### config.mk
export PLATFORM = sky130hd
export DESIGN_NAME = byte_pack
export DESIGN_NICKNAME = d
export VERILOG_FILES = /design/src/rtl/byte_pack.sv
export SDC_FILE = /design/constraint.sdc
export NUM_CORES = 1
export LEC_CHECK = 0
export ABC_AREA = 1
export BUFFER_PORTS_ARGS = -buffer_cell sky130_fd_sc_hd__buf_4
export CELL_PAD_IN_SITES_DETAIL_PLACEMENT = 2
export CELL_PAD_IN_SITES_GLOBAL_PLACEMENT = 2
export CORE_MARGIN = 8
export CORE_UTILIZATION = 29
export DETAILED_ROUTE_END_ITERATION = 10
export GPL_ROUTABILITY_DRIVEN = 1
export PLACE_DENSITY = 0.81
export SETUP_SLACK_MARGIN = 0.5
export SKIP_LAST_GASP = 1
export SYNTH_ARGS = -nofsm -noshare
export SYNTH_HDL_FRONTEND = slang
export SYNTH_SLANG_ARGS = --single-unit
### constraint.sdc
create_clock -name clk -period 1.4 [get_ports clk]
set_input_delay 0 -clock clk [delete_from_list [all_inputs] [get_ports clk]]
set_output_delay 0 -clock clk [all_outputs]
set_load 0.05 [all_outputs]
### src/rtl/byte_pack.sv
// Byte-to-word packer: assembles MSB-first byte pairs into 16-bit words held in a
// one-word register with a pop handshake and a sticky overflow flag.
module byte_pack (
    input  logic        clk,
    input  logic        reset,
    input  logic [7:0]  in,
    input  logic        wr,
    input  logic        clear,
    input  logic        rd,
    output logic [15:0] out,
    output logic        full,
    output logic        half,
    output logic        overflow
);

    typedef enum logic [0:0] {StIdle, StHalf} state_e;

    state_e      state_q, state_d;
    logic [7:0]  hi_q, hi_d;
    logic [15:0] out_q, out_d;
    logic        full_q, full_d;
    logic        overflow_q, overflow_d;
    logic        complete;

    // State register
    always_ff @(posedge clk or negedge reset) begin
        if (!reset) begin
            state_q <= StIdle;
        end else begin
            state_q <= state_d;
        end
    end

    // Next-state logic; clear overrides and a coincident byte restarts the word
    always_comb begin
        state_d  = state_q;
        hi_d     = hi_q;
        complete = 1'b0;
        if (clear) begin
            state_d = wr ? StHalf : StIdle;
            hi_d    = wr ? in : 8'h00;
        end else begin
            unique case (state_q)
                StIdle: begin
                    if (wr) begin
                        state_d = StHalf;
                        hi_d    = in;
                    end
                end
                StHalf: begin
                    if (wr) begin
                        state_d  = StIdle;
                        complete = 1'b1;
                    end
                end
                default: state_d = StIdle;
            endcase
        end
    end

    // Output logic
    always_comb begin
        half = (state_q == StHalf);
    end

    // Holding register: a pop on the completion edge frees the slot for the new word
    always_comb begin
        out_d      = out_q;
        full_d     = full_q;
        overflow_d = overflow_q;
        if (complete) begin
            if (!full_q || rd) begin
                out_d  = {hi_q, in};
                full_d = 1'b1;
            end else begin
                overflow_d = 1'b1;
            end
        end else if (rd && full_q) begin
            full_d = 1'b0;
        end
    end

    always_ff @(posedge clk or negedge reset) begin
        if (!reset) begin
            hi_q       <= 8'h00;
            out_q      <= 16'h0000;
            full_q     <= 1'b0;
            overflow_q <= 1'b0;
        end else begin
            hi_q       <= hi_d;
            out_q      <= out_d;
            full_q     <= full_d;
            overflow_q <= overflow_d;
        end
    end

    assign out      = out_q;
    assign full     = full_q;
    assign overflow = overflow_q;

endmodule

# After elaboration in Yosys (flattened, before gate mapping)
# Cells that the tools add are included.
# word_totals
reg_bits	27
output_inout_bits	19
wordCells	31
# classes
eq_ne	2
muxes	13
n_bitwise	2
n_reduce_logical	9
# op_table
operator	n
two-way mux 8 bit	4
two-way mux 1 bit	8
AND reduction 2 bit	4
nonzero test 2 bit	2
inequality test 2 x 1 -> 1 bit (second input constant)	1
inequality test 2 bit (second input constant)	1
inverter 1 bit	2
case mux 1 bit (2 select lines)	1
logical AND 1 bit	1
logical NOT 1 bit	1
logical OR 1 bit	1

# Logic depth before layout (Yosys ltp)
# depth
word_depth	5
depth_mapped	7
mapped_depth_nobuf	6

# Worst setup path after synthesis
# OpenSTA, ideal clock, no wires.
# synth_path
path_type	flip-flop to flip-flop
startpoint	reg state_q, in the netlist half
endpoint	reg out_q[0], in the netlist out[0]
t_arrival_ns	1.419
required_time_ns	1.281
slack_ns	-0.138
path_stages_with_launch	8
path_buffers	1
cell_sequence	dfrtp_1 > ha_1 > inv_1 > nor2_4 > nand2_4 > buf_6 > nand2_1 > nand2_1
# synth_via
elab_chain_len	3
# synth_rtl
item	line_no	text
start: declaration	18	state_e state_q, state_d;
start signal: assignment	28	state_q <= StIdle;
start signal: assignment	30	state_q <= state_d;
two-way mux 1 bit	43	unique case (state_q)
two-way mux 1 bit	39	if (clear) begin
AND reduction 2 bit (no line)	--	
end signal: assignment	91	out_q <= out_d;
end: declaration	20	logic [15:0] out_q, out_d;
# No other way between the ends.
# A chain may end at the register's enable or synchronous reset.

# Worst setup path after layout
# layout_path
startpoint	reg state_q, in the netlist half
endpoint	reg out_q[4], in the netlist out[4]
# Same word-level chain as after synthesis.

==> metrics.yaml <==
clock_tree:
  numCtsBuffers: 3
  h-tree-depth: 1
  root_buffer: "sky130_fd_sc_hd__clkbuf_8"
  clk_transition_reported_paths_ns: 0.10
  insertion_delay_of_the_later_clocked_pin_in_the_worst_skew_pair_ns: 0.28
  cts_sinks: 27
  cts-root-to-sink-buffers: 2
  tritoncts_clock_tree: "done"
power_and_ir_drop:
  power-per-cell-area_nw_per_um2: 1380
  leakagePower_nw: 1.04
  totalPowerFinal_w: 0.00275
  vdd_drop_max_uv: 788
cells_and_area:
  design_area_um2: 2000
  nNetsFinal: 208
  post_route_cells_drive_above_1_share_pct: 53.9
  multi_input_area_um2: 667
  fillCellCount: 410
  num_antenna_cells: 0
  area_growth_pct: 71.5
  finalNonFillerCells: 243
  area.sequential_um2: 678
yosys:
  syn-num-nets: 150
  syn_area_um2: 1160
  synth_cells: 136
  synth_top_cells_by_area: "sky130_fd_sc_hd__dfrtp_1 (58%), sky130_fd_sc_hd__nand2_1 (20%), sky130_fd_sc_hd__nand3_1 (10%), sky130_fd_sc_hd__inv_1 (3.9%), sky130_fd_sc_hd__buf_4 (1.3%)"
  synthMostInstantiatedCell: "sky130_fd_sc_hd__nand2_1"
  ys_dominant_reg_cell: "sky130_fd_sc_hd__dfrtp_1"
  synthDominantCellAreaShare_pct: 58.0
  netlist_top_cells_count: "sky130_fd_sc_hd__nand2_1 (62), sky130_fd_sc_hd__dfrtp_1 (27), sky130_fd_sc_hd__nand3_1 (24)"
  synthDistinctLibCells: 12
  synth.yosys.seq_area_share_pct: 58.0
  synth.avg_cell_area_um2: 8.57
  yosysTopAreaCell: "sky130_fd_sc_hd__dfrtp_1"
  synth-warning-count: 0
  synth-async-reset-ratio_pct: 100
  synth_edf_count: 0
  yosys_register_bits: 27
hold_path:
  min-delay-path-class: "in2reg"
setup_path:
  worstPathArrival_ns: 1.40
  critPathMaxFanout: 6
  cpMaxStageDelayCell: "sky130_fd_sc_hd__dfrtp_2"
  slowest_delay_ns: 0.44
  crit_chain: "ha_4 > inv_4 > nor2_4 > buf_12 > buf_4 > nand3_2 > nand2_1"
  worst-endpoint-required_ns: 1.58
  cp-start-kind: "register"
  end_kind: "register"
  crit_type: "reg2reg"
floorplanning:
  fp.coreArea_um2: 3940
  area_of_the_die_um2: 6300
  die_h_um: 79.4
  initial_utilization_pct: 29.5
  num_io_pins: 32
  x_dimension_of_the_die_um: 79.4
  core.rowCount: 23
placement:
  gpl.final_weighted_congestion: 0.753
  dp.final_hpwl_um: 2600
  placed_cells_incl_taps: 213
  port_buffers: 31
  postPlaceCellArea_um2: 1460
sta:
  timing.clock.skew_ns: 0.00981
  final-hold-violation-count: 0
  setup_viol_count_final: 0
  rsz0062_at_grt: "true"
  worst_slew_pin_slew_ns: 0.543
  slew_headroom_pct: 63.7
  fin_crit_sh_pct: 87.4
  timing_max_transition_violations_final: 0
  clock.fmax_ghz: 0.817
  final_period_minus_worst_setup_slack_ns: 1.22
  fin_tns_setup_ns: 0
grt:
  globalRouteTotalUtil_pct: 15.4
  grt_start_max_net_pins: 28
  grt_first_pass_wirelength_um: 7330
  grt_overflow_total: 0
  grt_antenna_before_repair: 0
  grt_most_used_layer: "met2"
  groute.layer.met3.usage_pct: 4.17
  gr-usage-met2_pct: 30.1
  met1_usage_pct: 15.8
  number_of_global_route_vias_before_repair: 1375
detailed_routing:
  drt_pre_antenna_iters: 4
  vias: 1165
  drt_wl_total_um: 4890
  drt_iter0_markers: 28
  detail_route.vias_per_cell: 4.79
  antenna_left: 0
  post-route-drc-count: 0
  post_drt_wl_per_cell_um: 20.1
job:
  drv_cap: 0
status:
  run_status: "finished, final reports clean"
## metal layers
layer	vias up	wire, um
li1	538	-
met1	591	1910
met2	28	2700
met3	8	204
met4	0	78
met5	-	0
## where the power goes
part | leakage, nW | total [W] | switching, W | internal, W
clock | 0.0228 | 0.000476 | 0.000271 | 0.000205
sequential | 0.344 | 0.00103 | 0.000107 | 0.000925
combinational | 0.678 | 0.00124 | 0.000805 | 0.000440
total | 1.04 | 0.00275 | 0.00118 | 0.00157
## stage by stage
step / worst slack (ns) / hold WS, ns / utilization [%]
2_1_floorplan: 0.0344 / -0.296 / -
3_3_place_gp: 0.190 / -0.0693 / 37.1
3_5_place_dp: 0.0834 / -0.0561 / 37.1
4_1_cts: 0.211 / 0.00764 / 45.4
5_1_grt: 0.134 / 0.0290 / 50.7
6_report: 0.177 / 0.0225 / 50.7
## final cells by class
class                           instances  area share (%)
Sequential cell                        27            33.9
Multi-Input combinational cell         94            33.4
Timing Repair Buffer                   56            24.5
Tap cell                               50            3.13
Inverter                               12            2.76
Clock buffer                            4            2.25
## cell usage in the layout (no fill, tap or decap), drive strengths merged
master       netlist  routed
clkbuf             0       4
o21bai             1       1
inv               12      12
ha                 1       1
dfrtp             27      27
nor2               1       1
dlygate4sd3        0       9
nand2             65      67
nand3             24      24
buf                5      47
## flip-flops by register name (all words and copies together) (netlist names)
name / count
full: 1
half: 1
hi_q: 8
out: 16
overflow: 1
## cell families after synthesis
| group | Yosys count | synth area share [%] |
|---|---|---|
| buf+inv | 17 | 6.98 |
| flops | 27 | 58.0 |
| compound gates | 1 | 0.645 |
| fa+ha+maj | 1 | 1.07 |
| simple gates | 90 | 33.3 |
## worst max-delay path, delay by kind of cell (launching register included)
kind	cells	cell delay, ns
fa+ha+maj	1	0.18
buf+inv	3	0.33
flops	1	0.44
simple gates	3	0.17
## final timing paths
kind / from / end / slack [ns] / cells after the start
setup / recovery: half / out[4] / 0.18 / 7
hold / removal: in[3] / out[3] / 0.02 / 3
setup reg to reg: half / out[4] / 0.18 / 7
hold reg to reg: overflow / overflow / 0.50 / 1
max in group asynchronous: reset / half / 0.93 / 2
min in group asynchronous: reset / out[5] / 0.17 / 2
## repair_timing
item                                   CTS  global route
hold buffers                             9             0
gates cloned                             2             0
pin swaps                               15             2
gates resized for setup                 26            41
setup endpoints to repair               29            38
setup buffers                            5            10
endpoints found under the hold margin   35             0
Note: power is estimated with default switching activity, not from simulation.
